<file path="config.mk">
export PLATFORM = sky130hd
export DESIGN_NAME = mem_arbiter
export DESIGN_NICKNAME = d
export VERILOG_FILES = /design/src/rtl/cpu_types_pkg.sv /design/src/rtl/mem_arb_pkg.sv /design/src/rtl/mem_arb_watchdog.sv /design/src/rtl/mem_arbiter.sv
export SDC_FILE = /design/constraint.sdc
export NUM_CORES = 1
export LEC_CHECK = 0
export CELL_PAD_IN_SITES_DETAIL_PLACEMENT = 0
export CELL_PAD_IN_SITES_GLOBAL_PLACEMENT = 2
export CORE_MARGIN = 2
export CORE_UTILIZATION = 20
export DETAILED_ROUTE_END_ITERATION = 10
export GPL_TIMING_DRIVEN = 0
export PLACE_DENSITY = 0.84
export SLEW_MARGIN = 20
export SYNTH_ARGS = -nofsm -noshare
export SYNTH_HDL_FRONTEND = slang
export SYNTH_SLANG_ARGS = --single-unit
</file>
<file path="constraint.sdc">
create_clock -name CLK -period 1.5 [get_ports CLK]
set_input_delay 0.3 -clock CLK [delete_from_list [all_inputs] [get_ports CLK]]
set_output_delay 0.3 -clock CLK [all_outputs]
set_load 0.01 [all_outputs]
</file>
<file path="src/rtl/cpu_types_pkg.sv">
// Shared CPU datapath types: machine word and RAM status encoding.
// No logic; types only.
// Used by the memory arbiter and its bench.
package cpu_types_pkg;

    typedef logic [31:0] word_t;

    typedef enum logic [1:0] {
        FREE   = 2'd0,
        BUSY   = 2'd1,
        ACCESS = 2'd2,
        ERROR  = 2'd3
    } ramstate_t;

endpackage

</file>
<file path="src/rtl/mem_arb_pkg.sv">
// Memory arbiter state and grant encodings plus streak counter sizing.
// No logic; types and a sizing helper only.
// Imported by mem_arbiter.
package mem_arb_pkg;

    typedef enum logic [1:0] {
        IDLE  = 2'd0,
        I_ACC = 2'd1,
        D_ACC = 2'd2,
        FAULT = 2'd3
    } arb_state_t;

    typedef enum logic {
        GNT_I = 1'b0,
        GNT_D = 1'b1
    } arb_grant_t;

    // Streak counter must hold DSTREAK_MAX and is never narrower than 3 bits.
    function automatic int streak_width(input int max_streak);
        int w;
        w = $clog2(max_streak + 1);
        return (w < 3) ? 3 : w;
    endfunction

endpackage

</file>
<file path="src/rtl/mem_arb_watchdog.sv">
// Access watchdog: counts access-state cycles, cleared on every grant.
// tmo is combinational and high in the access cycle whose count edge reaches TIMEOUT.
// No backpressure; the arbiter leaves the access state when tmo fires.
module mem_arb_watchdog #(
    parameter int TIMEOUT = 255
) (
    input  logic clk,
    input  logic rst,
    input  logic clr,
    input  logic en,
    output logic tmo
);

    localparam int W = (TIMEOUT < 2) ? 1 : $clog2(TIMEOUT + 1);

    logic [W-1:0] cnt;

    // Cycle counter: cleared by reset or a new grant, advanced while an access is open.
    always_ff @(posedge clk) begin
        if (rst || clr) begin
            cnt <= '0;
        end else if (en) begin
            cnt <= cnt + W'(1);
        end
    end

    // The edge that would bring the count to TIMEOUT is the one that faults.
    assign tmo = en && (cnt == W'(TIMEOUT - 1));

endmodule

</file>
<file path="src/rtl/mem_arbiter.sv">
// Arbitrates fetch and data ports onto one RAM port; data wins, bounded by a fetch anti-starvation streak.
// Latency: request seen in IDLE -> strobes next cycle -> hit one cycle after RAM ACCESS (minimum 2 cycles).
// Requesters hold their request until the hit pulse; RAM stalls via ramstate BUSY, watchdog bounds the stall.
module mem_arbiter
    import cpu_types_pkg::*;
    import mem_arb_pkg::*;
#(
    parameter int DSTREAK_MAX = 4,
    parameter int TIMEOUT     = 255
) (
    input  logic      CLK,
    input  logic      RST,
    input  logic      iREN,
    input  word_t     iaddr,
    output word_t     iload,
    output logic      ihit,
    input  logic      dREN,
    input  logic      dWEN,
    input  word_t     daddr,
    input  word_t     dstore,
    output word_t     dload,
    output logic      dhit,
    output logic      ramREN,
    output logic      ramWEN,
    output word_t     ramaddr,
    output word_t     ramstore,
    input  word_t     ramload,
    input  ramstate_t ramstate,
    output logic      err
);

    localparam int SW = streak_width(DSTREAK_MAX);

    arb_state_t    state_q, state_d;
    word_t         addr_q, addr_d;
    word_t         store_q, store_d;
    logic          wr_q, wr_d;
    logic          abort_q, abort_d;
    logic [SW-1:0] streak_q, streak_d;
    logic          ihit_q, ihit_d;
    logic          dhit_q, dhit_d;
    word_t         iload_q, iload_d;
    word_t         dload_q, dload_d;
    logic          err_q, err_d;

    logic          dreq, ireq, in_acc, own_req, gnt_vld, wd_tmo;
    arb_grant_t    gnt;

    // A requester completing this cycle is still holding its request; mask it.
    assign dreq   = (dREN || dWEN) && !dhit_q;
    assign ireq   = iREN && !ihit_q;
    assign in_acc = (state_q == I_ACC) || (state_q == D_ACC);

    mem_arb_watchdog #(.TIMEOUT(TIMEOUT)) u_wd (
        .clk (CLK),
        .rst (RST),
        .clr (gnt_vld),
        .en  (in_acc),
        .tmo (wd_tmo)
    );

    // State register and all datapath registers; reset abandons any open access.
    always_ff @(posedge CLK) begin
        if (RST) begin
            state_q  <= IDLE;
            addr_q   <= '0;
            store_q  <= '0;
            wr_q     <= 1'b0;
            abort_q  <= 1'b0;
            streak_q <= '0;
            ihit_q   <= 1'b0;
            dhit_q   <= 1'b0;
            iload_q  <= '0;
            dload_q  <= '0;
            err_q    <= 1'b0;
        end else begin
            state_q  <= state_d;
            addr_q   <= addr_d;
            store_q  <= store_d;
            wr_q     <= wr_d;
            abort_q  <= abort_d;
            streak_q <= streak_d;
            ihit_q   <= ihit_d;
            dhit_q   <= dhit_d;
            iload_q  <= iload_d;
            dload_q  <= dload_d;
            err_q    <= err_d;
        end
    end

    // Arbitration, access completion and fault detection.
    always_comb begin
        state_d  = state_q;
        addr_d   = addr_q;
        store_d  = store_q;
        wr_d     = wr_q;
        abort_d  = abort_q;
        streak_d = streak_q;
        ihit_d   = 1'b0;
        dhit_d   = 1'b0;
        iload_d  = iload_q;
        dload_d  = dload_q;
        err_d    = err_q;
        gnt_vld  = 1'b0;
        gnt      = GNT_I;
        own_req  = 1'b0;

        unique case (state_q)
            IDLE: begin
                if (dreq && (!ireq || (streak_q < SW'(DSTREAK_MAX)))) begin
                    gnt_vld = 1'b1;
                    gnt     = GNT_D;
                end else if (ireq) begin
                    gnt_vld = 1'b1;
                    gnt     = GNT_I;
                end

                if (gnt_vld) begin
                    store_d = dstore;
                    abort_d = 1'b0;
                    if (gnt == GNT_D) begin
                        addr_d  = daddr;
                        wr_d    = dWEN;
                        state_d = D_ACC;
                        // Only data wins taken over a waiting fetch count toward the limit.
                        if (ireq) begin
                            streak_d = (streak_q == '1) ? streak_q : streak_q + SW'(1);
                        end else begin
                            streak_d = '0;
                        end
                    end else begin
                        addr_d   = iaddr;
                        wr_d     = 1'b0;
                        state_d  = I_ACC;
                        streak_d = '0;
                    end
                end
            end

            I_ACC, D_ACC: begin
                // A dropped request still lets the RAM finish; only the hit is withheld.
                own_req = (state_q == I_ACC) ? iREN : (dREN || dWEN);
                abort_d = abort_q || !own_req;
                if (ramstate == ERROR) begin
                    state_d = FAULT;
                    err_d   = 1'b1;
                end else if (ramstate == ACCESS) begin
                    state_d = IDLE;
                    if (state_q == I_ACC) begin
                        iload_d = ramload;
                        ihit_d  = !abort_d;
                    end else begin
                        dload_d = ramload;
                        dhit_d  = !abort_d;
                    end
                end else if (wd_tmo) begin
                    state_d = FAULT;
                    err_d   = 1'b1;
                end
            end

            FAULT: begin
                state_d = FAULT;
            end

            default: begin
                state_d = IDLE;
            end
        endcase
    end

    assign ramREN   = (state_q == I_ACC) || ((state_q == D_ACC) && !wr_q);
    assign ramWEN   = (state_q == D_ACC) && wr_q;
    assign ramaddr  = in_acc ? addr_q  : '0;
    assign ramstore = in_acc ? store_q : '0;
    assign ihit     = ihit_q;
    assign dhit     = dhit_q;
    assign iload    = iload_q;
    assign dload    = dload_q;
    assign err      = err_q;

endmodule

</file>
Word level (Yosys, flattened, before mapping)
Index checks and enable logic that the tools add are counted.
{ "classes": {"n_addsub": 2, "n_lt_le_gt_ge": 1, "n_eq_ne": 11, "n_mux": 25, "bitwise_logic": 4, "reduce_logical": 31} }
{ "op_table": {"columns": ["op", "count"], "rows": [
  ["$mux 32", 3],
  ["$mux 1", 12],
  ["$mux 2", 5],
  ["$reduce_or 5->1", 2],
  ["$mux 3", 3],
  ["$add 8x1->8 const B", 1],
  ["$eq 2x2->1 const B", 4],
  ["$eq 8x8->1 const B", 1],
  ["$reduce_and 4->1", 2],
  ["$logic_and 1x1->1", 6],
  ["$logic_not 1->1", 6],
  ["$logic_or 1x1->1", 6],
  ["$pmux 2 s3", 1],
  ["$reduce_and 2->1", 3],
  ["$reduce_and 3->1", 2],
  ["$ne 2x2->1 const B", 2],
  ["$ne 4x3->1 const B", 1],
  ["$not 1->1", 4],
  ["$reduce_bool 2->1", 2],
  ["$add 3x1->3 const B", 1],
  ["$eq 3x3->1 const B", 1],
  ["$lt 3x3->1 const B", 1],
  ["$ne 3x3->1 const B", 1],
  ["$eq 2x1->1 const B", 1],
  ["other kinds (3)", 3]
]} }
{ "word_totals": {"reg_bits": 146, "output_inout_bits": 133, "elab_cells": 86} }

Logic depth before layout (Yosys ltp)
{ "logic_depth": {"ltp_word": 10, "ltp_mapped": 8, "depth_no_buf": 6} }

Hierarchy
A second synthesis with hierarchy kept.
{ "hier_totals": {"hier_cells": 777, "area_unflattened_um2": 6054.6} }
{ "modules_own_cells": {"columns": ["module", "n_inst", "cells_each", "area_per_inst_um2"], "rows": [
  ["mem_arbiter", 1, 735, 5685.5],
  ["mem_arb_watchdog", 1, 42, 369.1]
]} }

Worst setup path after synthesis
OpenSTA, ideal clock, no wires.
{ "synth_timing": {"kind": "reg-to-reg", "start": "register state_q[0]", "end": "register iload_q[0] (netlist: iload[0])", "setup_ns": 0.132, "arrival_ns": 1.544, "required_time_ns": 1.368, "slack_ns": -0.176, "path_stages_with_launch": 9, "n_path_buf": 2, "cell_sequence": "dfxtp_1 inv_1 ha_1 nand3b_1 or2_2 clkbuf_1 buf_2 nand2_1 a21oi_1"} }
{ "synth_between": {"elab_chain_len": 3, "word_cells_on_any_way": 4, "cone_classes": "eq/ne: 2; reduce/logical: 2"} }
{ "synth_lines": {"columns": ["item", "line", "rtl"], "rows": [
  ["start, declared", "mem_arbiter.sv:34", "arb_state_t state_q, state_d;"],
  ["start signal, assigned", "mem_arbiter.sv:77", "state_q <= state_d;"],
  ["$eq 2x2->1 or $eq 2x1->1 (tied branches)", "mem_arbiter.sv:108, mem_arbiter.sv:149", null],
  ["$reduce_or 2->1", "mem_arbiter.sv:108", "unique case (state_q)"],
  ["$reduce_and 4->1 (no line) *", null, null],
  ["end signal, assigned", "mem_arbiter.sv:85", "iload_q <= iload_d;"],
  ["end, declared", "mem_arbiter.sv:42", "word_t iload_q, iload_d;"]
]} }
Mark *: on every way between the ends. The rest lies on a longest branch, timed or not.
A chain may end at the register's enable or synchronous reset.

Worst setup path after layout
{ "layout_timing": {"start": "register state_q[0]", "end": "output port ramaddr[1]"} }
{ "layout_between": {"elab_chain_len": 3, "word_cells_on_any_way": 4, "cone_classes": "eq/ne: 2; mux: 1; reduce/logical: 1"} }
{ "layout_lines": {"columns": ["item", "line", "rtl"], "rows": [
  ["$eq 2x1->1 or $eq 2x2->1 (tied branches)", "mem_arbiter.sv:52", "assign in_acc = (state_q == I_ACC) || (state_q == D_ACC);"],
  ["$logic_or 1x1->1 *", "mem_arbiter.sv:52", null],
  ["named net in_acc", "mem_arbiter.sv:46", "logic dreq, ireq, in_acc, own_req, gnt_vld, wd_tmo;"],
  ["$mux 32 *", "mem_arbiter.sv:174", "assign ramaddr = in_acc ? addr_q : '0;"],
  ["end, declared", "mem_arbiter.sv:25", "output word_t ramaddr,"]
]} }
Mark *: on every way through the listed nets, which the timed path passes. The rest lies on a longest branch.

==> flow_metrics.tcl <==
set metrics [dict create \
    status "finished, violations left" \
    violations "negative setup slack" \
    grt_usage_pct 14.7 \
    finalCritPeriodShare_pct 138 \
    synth.avg_cell_area_um2 7.87 \
    syn_area_mm2 0.00617 \
    path_buf_inv 5 \
    fin_worst_skew_ps 12.3 \
    rsz0062_at_grt "true" \
    drc 0 \
    first_global_vias 6478 \
    synthesis.nets 928 \
    insertion_delay_ps 430 \
    startpoint_type "register" \
    synth-edff-count 0 \
    cp-end-kind "output pin" \
    relSlewSlack_pct 47.5 \
    leakagePower_nw 4.95 \
    hp-class "in2reg" \
    utilization_pct 39.0 \
    final_nets 1262 \
    ant_nets 0 \
    first_iter_violations 207 \
    drive_gt1_share_pct 37.0 \
    final_hold_viol_count 0 \
    row_count 64 \
    worstReg2RegStart "state_q[0]" \
    grt_max_degree 17 \
    synth_warnings 0 \
    powerDensity_mw_per_mm2 1650 \
    ir_drop_mv 0.817 \
    routed-wl-met2_um 12400 \
    cp.required_ps 1200 \
    areaGrowthSynthToFinish_pct 92.9 \
    hold_depth 3 \
    max_freq_mhz 483 \
    hold_buffers 0 \
    m1WireLength_um 11200 \
    routed_wl_um 25500 \
    place_hpwl_um 17200 \
    io_pins 268 \
    synth_area_leader_cell "dfxtp_1" \
    fin_crit_ps 2070 \
    worst-setup-path-type "reg2out" \
    die_y_um 180 \
    syn_inst 784 \
    hp-start "RST" \
    top_layer_used "met4" \
    gr-total-overflow 0 \
    layout_setup_ws_ps -569 \
    cp_slowest_stage_delay_ps 340 \
    crit_top_cell "buf_12" \
    htree_levels 4 \
    fp.dieW_um 180 \
    r2r_cells 8 \
    ctsRootBufferMaster "clkbuf_16" \
    drv_slew 0 \
    clkTransAtPathRegs_ps 60 \
    startpoint "state_q[0]" \
    max_cap_violations 0 \
    arrival_ps 1770 \
    coreArea_mm2 0.0305 \
    fillers 3098 \
    yosys.area.top_type_share_pct 47.4 \
    port_buffers 266 \
    numCtsBuffers 17 \
    vias 6639 \
    dieArea_mm2 0.0323 \
    cpMaxStageDelayCell "dfxtp_2" \
    clockBufferDepth 2 \
    dr_wl_met3_um 1560 \
    yosysMostFrequentCell "nand2_1" \
    tightest_slew_ps 787 \
    viasPerCell 4.34 \
    ys_types 41 \
    start_util_pct 20.2 \
    ys_top_cells_by_count "nand2_1 (263), dfxtp_1 (146), a21oi_1 (102), and2_1 (65), nor2_1 (45)" \
    crit_chain "inv_2 > ha_4 > buf_12 > buf_12 > clkbuf_16 > and2_4 > buf_6" \
    synth_area_leaders "dfxtp_1 (47%), nand2_1 (16%), a21oi_1 (8.3%)" \
    ys_seq_area_share_pct 47.4 \
    ys.flop_type "dfxtp_1" \
    antenna_found_initial 1 \
    ys_ff_latch 146 \
    setup_viol_count_final 139 \
    async_reset_ff_share_pct 0 \
    tritoncts "built" \
    place_worst_setup_slack_ps -859 \
    cp.depth 7 \
    dr.pass1.iters 4 \
    wl_per_cell_um 16.7 \
    critPathMaxFanout 6 \
    crit_family "buffers and inverters" \
    gp_congestion 0.781 \
    grt_pass1_wl_um 37100 \
    clock_sinks 146 \
]
power breakdown:
group,internal (mW),switching [mW]
clock network,2.34,1.94
logic,5.55,4.72
registers,4.60,0.438
path summary, 6_finish.rpt:
path	slack (ps)	endpoint
max reg2reg	-310	iload[19]
max	-570	ramaddr[1]
min reg2reg	450	store_q[24]
min	400	abort_q
logic make-up after synthesis:
logic type	share of synthesized area, %
adders and majority gates	1.83
xor gates and xnor gates	0.994
and+or+nand+nor	28.4
AOI/OAI and AO/OA	15.4
DFF	47.4
muxes	0.325
buffers and inverters	5.64
tightest hold or removal path: cells and delay by family:
| family | cells | cell delay [ps] |
|---|---|---|
| compound gates | 1 | 120 |
| buf+inv | 1 | 210 |
| simple gates | 1 | 170 |
cells in the final DEF (no fill, tap or decap), types with 29 or more instances in the layout:
| cell type | n |
|---|---|
| buf_6 | 60 |
| a21oi_1 | 38 |
| dlygate4sd2_1 | 66 |
| nor2_1 | 41 |
| clkbuf_16 | 29 |
| dfxtp_1 | 144 |
| buf_2 | 29 |
| nand2_4 | 73 |
| a21oi_2 | 64 |
| clkdlybuf4s50_1 | 130 |
| nand2_1 | 177 |
| a311oi_1 | 29 |
| and2_4 | 38 |
sequential cells by signal, summed over array words and instances, names as in the netlist, 2 cells and up:
signal    flops
addr_q       32
state_q       2
streak_q      3
store_q      32
iload        32
u_wd.cnt      8
dload        32
cell type report:
class                           instances  area [µm²]  area share [%]
Clock inverter                         14         146            1.23
Multi-Input combinational cell        572        4000            33.6
Inverter                                7        31.3           0.263
Antenna cell                            1        2.50          0.0210
Sequential cell                       146        2930            24.6
Tap cell                              396         495            4.17
Clock buffer                           18         429            3.61
Buffer                                 56         667            5.61
Timing Repair Buffer                  318        3200            26.9
routing by layer:
layer  GRT usage, %  up-vias
met5              0        -
met3           4.42       25
met1           17.8     3127
li1               -     3270
met2           25.1      217
met4           4.07        0
through the flow:
stage	power, mW	std cells	TNS, ps	instance area (µm²)	hold WS [ps]
2_1_floorplan	8.59	784	-627	6210	432
3_3_place_gp	11.7	1446	-132110	9370	438
3_5_place_dp	11.7	1446	-131810	9370	442
4_1_cts	17.9	1501	-46100	10400	340
5_1_grt	20.7	1527	-60630	11900	400
6_report	19.6	1528	-48400	11900	400
timing repair:
item	in CTS	in global routing
setup endpoints to repair	274	205
buffers inserted	17	19
resized for setup	462	352
pin swaps	6	161
cloned	7	11
No activity file was read; power rests on OpenSTA's default activity.
